File: src/rtl/teng_block_sync.sv
// 10GBASE-R receive block sync: block-lock FSM, gearbox slip control and x^58+x^39+1 descrambler.
// Optional hi-BER monitor is built only when TENG_BLOCK_SYNC_HI_BER_EN is defined.

module teng_block_sync #(
  parameter int unsigned SH_CNT_MAX   = 64,
  parameter int unsigned SH_INVLD_MAX = 16,
  parameter int unsigned SLIP_WAIT    = 32
`ifdef TENG_BLOCK_SYNC_HI_BER_EN
  ,
  parameter int unsigned BER_WINDOW   = 19531
`endif
) (
  input  logic        clk_i,
  input  logic        rst_n_i,
  input  logic [63:0] gt_data_i,
  input  logic [1:0]  gt_head_i,
  input  logic        gt_data_vld_i,
  output logic        gearbox_slip_o,
  output logic [63:0] decode_data_o,
  output logic [1:0]  decode_head_o,
  output logic        decode_data_vld_o,
  output logic        block_lock_o,
  output logic        hi_ber_o
);

  localparam int unsigned DATA_W     = 64;
  localparam int unsigned HEAD_W     = 2;
  localparam int unsigned HIST_W     = 58;
  localparam int unsigned TAP_DLY    = 39;
  localparam int unsigned SH_CNT_W   = 7;
  localparam int unsigned SH_INVLD_W = 5;
  localparam int unsigned WAIT_W     = $clog2(SLIP_WAIT + 1);

  typedef enum logic [1:0] {
    S_RESET_CNT = 2'd0,
    S_TEST_SH   = 2'd1,
    S_SLIP      = 2'd2,
    S_SLIP_WAIT = 2'd3
  } state_e;

  state_e                  state_q, state_d;
  logic [SH_CNT_W-1:0]     sh_cnt_q, sh_cnt_d, sh_cnt_inc;
  logic [SH_INVLD_W-1:0]   sh_invld_cnt_q, sh_invld_cnt_d, sh_invld_inc;
  logic [WAIT_W-1:0]       wait_cnt_q, wait_cnt_d;
  logic                    block_lock_q, block_lock_d;
  logic                    slip_q, slip_d;
  logic                    out_vld_q, out_vld_d;
  logic [HIST_W-1:0]       hist_q, hist_d;
  logic [DATA_W-1:0]       out_data_q, out_data_d;
  logic [HEAD_W-1:0]       out_head_q, out_head_d;
  logic [DATA_W-1:0]       descr;
  logic [DATA_W+HIST_W-1:0] scr_ext;
  logic                    sh_valid;
  logic                    scr_upd;

  assign sh_valid     = (gt_head_i == 2'b01) || (gt_head_i == 2'b10);
  assign sh_cnt_inc   = sh_cnt_q + SH_CNT_W'(1);
  assign sh_invld_inc = sh_invld_cnt_q + SH_INVLD_W'(!sh_valid);

  // Block-lock FSM; slip rules win over the window-end rule on the same word
  always_comb begin
    state_d        = state_q;
    sh_cnt_d       = sh_cnt_q;
    sh_invld_cnt_d = sh_invld_cnt_q;
    wait_cnt_d     = wait_cnt_q;
    block_lock_d   = block_lock_q;
    case (state_q)
      S_RESET_CNT: begin
        sh_cnt_d       = '0;
        sh_invld_cnt_d = '0;
        state_d        = S_TEST_SH;
      end
      S_TEST_SH: begin
        if (gt_data_vld_i) begin
          sh_cnt_d       = sh_cnt_inc;
          sh_invld_cnt_d = sh_invld_inc;
          if (!sh_valid &&
              (!block_lock_q || (sh_invld_inc == SH_INVLD_W'(SH_INVLD_MAX)))) begin
            block_lock_d = 1'b0;
            state_d      = S_SLIP;
          end else if (sh_cnt_inc == SH_CNT_W'(SH_CNT_MAX)) begin
            if (sh_invld_inc == '0) begin
              block_lock_d = 1'b1;
            end
            state_d = S_RESET_CNT;
          end
        end
      end
      S_SLIP: begin
        block_lock_d = 1'b0;
        wait_cnt_d   = WAIT_W'(SLIP_WAIT);
        state_d      = S_SLIP_WAIT;
      end
      S_SLIP_WAIT: begin
        if (gt_data_vld_i) begin
          wait_cnt_d = wait_cnt_q - WAIT_W'(1);
          if (wait_cnt_q <= WAIT_W'(1)) begin
            state_d = S_RESET_CNT;
          end
        end
      end
      default: state_d = S_RESET_CNT;
    endcase
  end

  // Self-synchronous descrambler over {current word, 58-bit scrambled history}
  assign scr_ext = {gt_data_i, hist_q};

  always_comb begin
    descr = '0;
    for (int i = 0; i < int'(DATA_W); i++) begin
      descr[i] = scr_ext[i + HIST_W] ^ scr_ext[i + HIST_W - TAP_DLY] ^ scr_ext[i];
    end
  end

  // History and output stage; the slip-triggering word is never presented
  always_comb begin
    slip_d     = (state_d == S_SLIP);
    scr_upd    = gt_data_vld_i && ((state_q == S_RESET_CNT) || (state_q == S_TEST_SH));
    hist_d     = scr_upd ? gt_data_i[DATA_W-1:DATA_W-HIST_W] : hist_q;
    out_vld_d  = scr_upd && block_lock_q && (state_d != S_SLIP);
    out_data_d = out_vld_d ? descr : out_data_q;
    out_head_d = out_vld_d ? gt_head_i : out_head_q;
  end

  always_ff @(posedge clk_i or negedge rst_n_i) begin
    if (!rst_n_i) begin
      state_q        <= S_RESET_CNT;
      sh_cnt_q       <= '0;
      sh_invld_cnt_q <= '0;
      wait_cnt_q     <= '0;
      block_lock_q   <= 1'b0;
      slip_q         <= 1'b0;
      out_vld_q      <= 1'b0;
      hist_q         <= '0;
      out_data_q     <= '0;
      out_head_q     <= '0;
    end else begin
      state_q        <= state_d;
      sh_cnt_q       <= sh_cnt_d;
      sh_invld_cnt_q <= sh_invld_cnt_d;
      wait_cnt_q     <= wait_cnt_d;
      block_lock_q   <= block_lock_d;
      slip_q         <= slip_d;
      out_vld_q      <= out_vld_d;
      hist_q         <= hist_d;
      out_data_q     <= out_data_d;
      out_head_q     <= out_head_d;
    end
  end

  assign gearbox_slip_o    = slip_q;
  assign block_lock_o      = block_lock_q;
  assign decode_data_vld_o = out_vld_q;
  assign decode_data_o     = out_data_q;
  assign decode_head_o     = out_head_q;

`ifdef TENG_BLOCK_SYNC_HI_BER_EN
  localparam int unsigned BER_WIN_W = $clog2(BER_WINDOW + 1);
  localparam int unsigned BER_CNT_W = 5;
  localparam int unsigned BER_TRIP  = 16;

  logic [BER_WIN_W-1:0] ber_win_q, ber_win_d;
  logic [BER_CNT_W-1:0] ber_cnt_q, ber_cnt_d, ber_cnt_inc;
  logic                 hi_ber_q, hi_ber_d;

  // Windowed saturating count of bad headers, paused while the gearbox realigns
  always_comb begin
    ber_win_d   = ber_win_q;
    ber_cnt_d   = ber_cnt_q;
    hi_ber_d    = hi_ber_q;
    ber_cnt_inc = (sh_valid || (ber_cnt_q == '1)) ? ber_cnt_q : ber_cnt_q + BER_CNT_W'(1);
    if (gt_data_vld_i && (state_q != S_SLIP_WAIT)) begin
      if (ber_win_q == BER_WIN_W'(BER_WINDOW - 1)) begin
        hi_ber_d  = (ber_cnt_inc >= BER_CNT_W'(BER_TRIP));
        ber_cnt_d = '0;
        ber_win_d = '0;
      end else begin
        ber_win_d = ber_win_q + BER_WIN_W'(1);
        ber_cnt_d = ber_cnt_inc;
        if (ber_cnt_inc >= BER_CNT_W'(BER_TRIP)) begin
          hi_ber_d = 1'b1;
        end
      end
    end
  end

  always_ff @(posedge clk_i or negedge rst_n_i) begin
    if (!rst_n_i) begin
      ber_win_q <= '0;
      ber_cnt_q <= '0;
      hi_ber_q  <= 1'b0;
    end else begin
      ber_win_q <= ber_win_d;
      ber_cnt_q <= ber_cnt_d;
      hi_ber_q  <= hi_ber_d;
    end
  end

  assign hi_ber_o = hi_ber_q;
`else
  assign hi_ber_o = 1'b0;
`endif

endmodule

File: config.mk
export PLATFORM = sky130hd
export DESIGN_NAME = teng_block_sync
export DESIGN_NICKNAME = d
export VERILOG_FILES = /design/src/rtl/teng_block_sync.sv
export SDC_FILE = /design/constraint.sdc
export NUM_CORES = 1
export LEC_CHECK = 0
export CORE_MARGIN = 3
export CORE_UTILIZATION = 54
export CTS_BUF_LIST = sky130_fd_sc_hd__clkbuf_4 sky130_fd_sc_hd__clkbuf_8
export DETAILED_ROUTE_END_ITERATION = 7
export PLACE_DENSITY = 0.83
export REMOVE_ABC_BUFFERS = 1
export SLEW_MARGIN = 5
export SYNTH_ARGS = -nofsm -noshare
export SYNTH_HDL_FRONTEND = slang
export SYNTH_SLANG_ARGS = --single-unit
File: constraint.sdc
create_clock -name clk_i -period 2.55 [get_ports clk_i]
set_input_delay 0.3825 -clock clk_i [delete_from_list [all_inputs] [get_ports clk_i]]
set_output_delay 0.3825 -clock clk_i [all_outputs]
set_load 0.02 [all_outputs]
==> results.ini <==
[status]
status = complete, no violations

[route]
drc = 0
post_drt_wl_per_cell_um = 17.6
detail-route-antenna-nets = 0
via_per_inst = 5.24
first_pass_iters = 4
vias = 4530
drtIter0Drc = 208
routed_wl_mm = 15.2

[setup_path]
crit_fanout = 15
required_ps = 2880
critical_path_class = in2reg
arrival_ps = 2780
endpoint_kind = flip-flop
cp-start-kind = primary input

[clocking]
max-clock-path-buffers = 2
clock-sinks = 147
clkLatencyLatePin_ps = 450
htree_levels = 4
cts_root_buffer = clkbuf_8
clk_pin_slew_ps = 80
cts_tree = built
numCtsBuffers = 17

[timing]
setup_violations = 0
skew_ps = 11.1
drv_slew = 0
fin_crit_ps = 2450
max_slew_margin = 0.659
clock.fmax_mhz = 407
worstMarginPinSlew_ps = 507
grt_setup_unrepaired = false
hold_viol_final = 0
fin_crit_sh = 0.963

[synth]
ys_types = 45
synth-seq-cells = 147
netlist_area_mm2 = 0.00709
synth_flop_cell = dfrtp_1
synth_top_cell_by_area = dfrtp_1
yosysWarnings = 0
syn_inst = 523
synthArstFlopShare = 1.00
synth_top_area_share = 0.519
synth_area_leaders = dfrtp_1 (52%), xnor2_1 (16%), mux2_2 (15%)
synth_enable_flop_cells = 0
ys_seq_area_frac = 0.519
avgSynthCellArea_um2 = 13.5

[global_routing]
grt_pass1_wl_mm = 24.9
grt_max_degree = 65
antenna_found_initial = 0
grtUsageTotal = 0.219
gr-total-overflow = 0
grt_pass1_vias = 4882

[final_layout]
fin_cells = 864
nFillCells = 876
final_cell_mix = dfrtp_1 (147), clkdlybuf4s50_1 (136), xnor2_1 (129), mux2_2 (96), mux2_4 (20)
final_util = 0.719
antenna_cells = 0
layout_commonest_cell = dfrtp_1
nNetsFinal = 755
layout-drive-gt1-share = 0.250
synthToLayoutAreaGrowth_pct = 29.1

[die]
core_area_mm2 = 0.0127
die_y_um = 121
rows = 41
die-area_mm2 = 0.0145
dieWidth_um = 121
io-pin-count = 139
initial_core_util = 0.557

[placed_design]
port_buffers = 137
gp_congestion = 0.824
dpl.hpwl_mm = 11.4
place_inst = 833

[pwr]
p_per_area_mw_per_mm2 = 845
p_leak_uw = 0.00395
ir_drop_mv = 0.480

[run]
max-cap-violations = 0

[hold_path]
hold_class = in2async

-- power breakdown --
| part | leakage (uW) | switching [uW] | internal [uW] |
|---|---|---|---|
| combinational | 0.00187 | 1020 | 1610 |
| sequential | 0.00189 | 561 | 2900 |
| clock | 0.000190 | 817 | 829 |
-- final cells by class --
class	instances	area, um^2	share of cell area
flip-flops and latches	147	3680	0.402
well taps	172	215	0.0235
clock inverters	7	60.1	0.00657
multi-input cells	352	3270	0.357
inverters	5	18.8	0.00205
repair buffers	158	1620	0.177
clock buffers	23	285	0.0312
-- timing repair --
| action | 4_1_cts | 5_1_grt |
|---|---|---|
| hold buffers | 1 | 0 |
| endpoints found under the hold margin | 45 | 0 |
| buffers inserted | 0 | 0 |
| gates resized for setup | 0 | 3 |
| endpoints found under the setup margin | 0 | 28 |
-- cells by family after synthesis --
group,synth area share
flip-flops,0.519
XOR/XNOR,0.167
multiplexers,0.212
AND/OR/NAND/NOR,0.0332
AO/OA/AOI/OAI,0.0360
buffers and inverters,0.0233
adder cells (fa/ha/maj),0.00883
other,0.000529
-- routing by layer --
layer	vias up	wire, um	track usage
li1	2105	-	-
met1	2269	6540	0.281
met2	132	7500	0.357
met3	24	826	0.0645
met4	0	328	0.0737
met5	-	0	0
-- cell usage after synthesis (2+ instances only) --
library cell  number
dfrtp_1          147
xnor2_1          131
mux2_2            96
mux2_4            20
nand2_1           16
o21ai_0           15
mux2_1             9
nor2_1             8
buf_2              7
nand3_1            7
ha_1               5
inv_1              5
a22o_1             4
buf_4              4
clkbuf_1           4
xor2_1             4
and2_1             3
a21oi_1            2
a31oi_1            2
buf_12             2
mux2i_1            2
nand4_1            2
nor2b_1            2
nor3_1             2
nor4_1             2
o22ai_1            2
o2bb2ai_1          2
-- through the flow --
step / setup slack (ps) / instance area (um^2) / total power (uW) / setup TNS [ps] / hold WS (ps)
floorplan: -2030 / 6940 / 5470 / -196030 / 86.9
global placement: -255 / 8770 / 6000 / -14930 / 345
detailed placement: -360 / 8770 / 6140 / -21260 / 349
CTS: 120 / 9130 / 7810 / 0 / 426
global route: 9.55 / 9150 / 8240 / 0 / 453
finish: 95.2 / 9150 / 7730 / 0 / 437
-- critical path, stage by stage --
cell	delay, ps
clkdlybuf4s50_1	540
xnor2_2	140
ha_1	210
ha_2	230
nand3_1	110
xor2_1	200
o31ai_4	250
buf_4	200
buf_12	160
mux2_2	340
-- registers in the layout, indices dropped and copies added (netlist names) --
signal and cells:
gearbox_slip_o 1, state_q 2, sh_invld_cnt_q 5, block_lock_o 1
wait_cnt_q 6, decode_data_o 64, hist_q 58, decode_head_o 2
sh_cnt_q 7, decode_data_vld_o 1
-- path summary, 6_finish.rpt --
path	endpoint	slack (ps)	cells past startpoint	from
max in group asynchronous	state_q[1]	1370	3	rst_n_i
worst min register to register	decode_data_o[54]	500	1	decode_data_o[54]
worst min-delay path	hist_q[23]	440	2	rst_n_i
min in group clk_i	decode_data_o[54]	500	1	decode_data_o[54]
worst max-delay path	decode_data_o[13]	100	10	gt_head_i[1]
worst max register to register	decode_data_o[13]	340	8	sh_invld_cnt_q[0]
(Power assumes the default switching activity.)
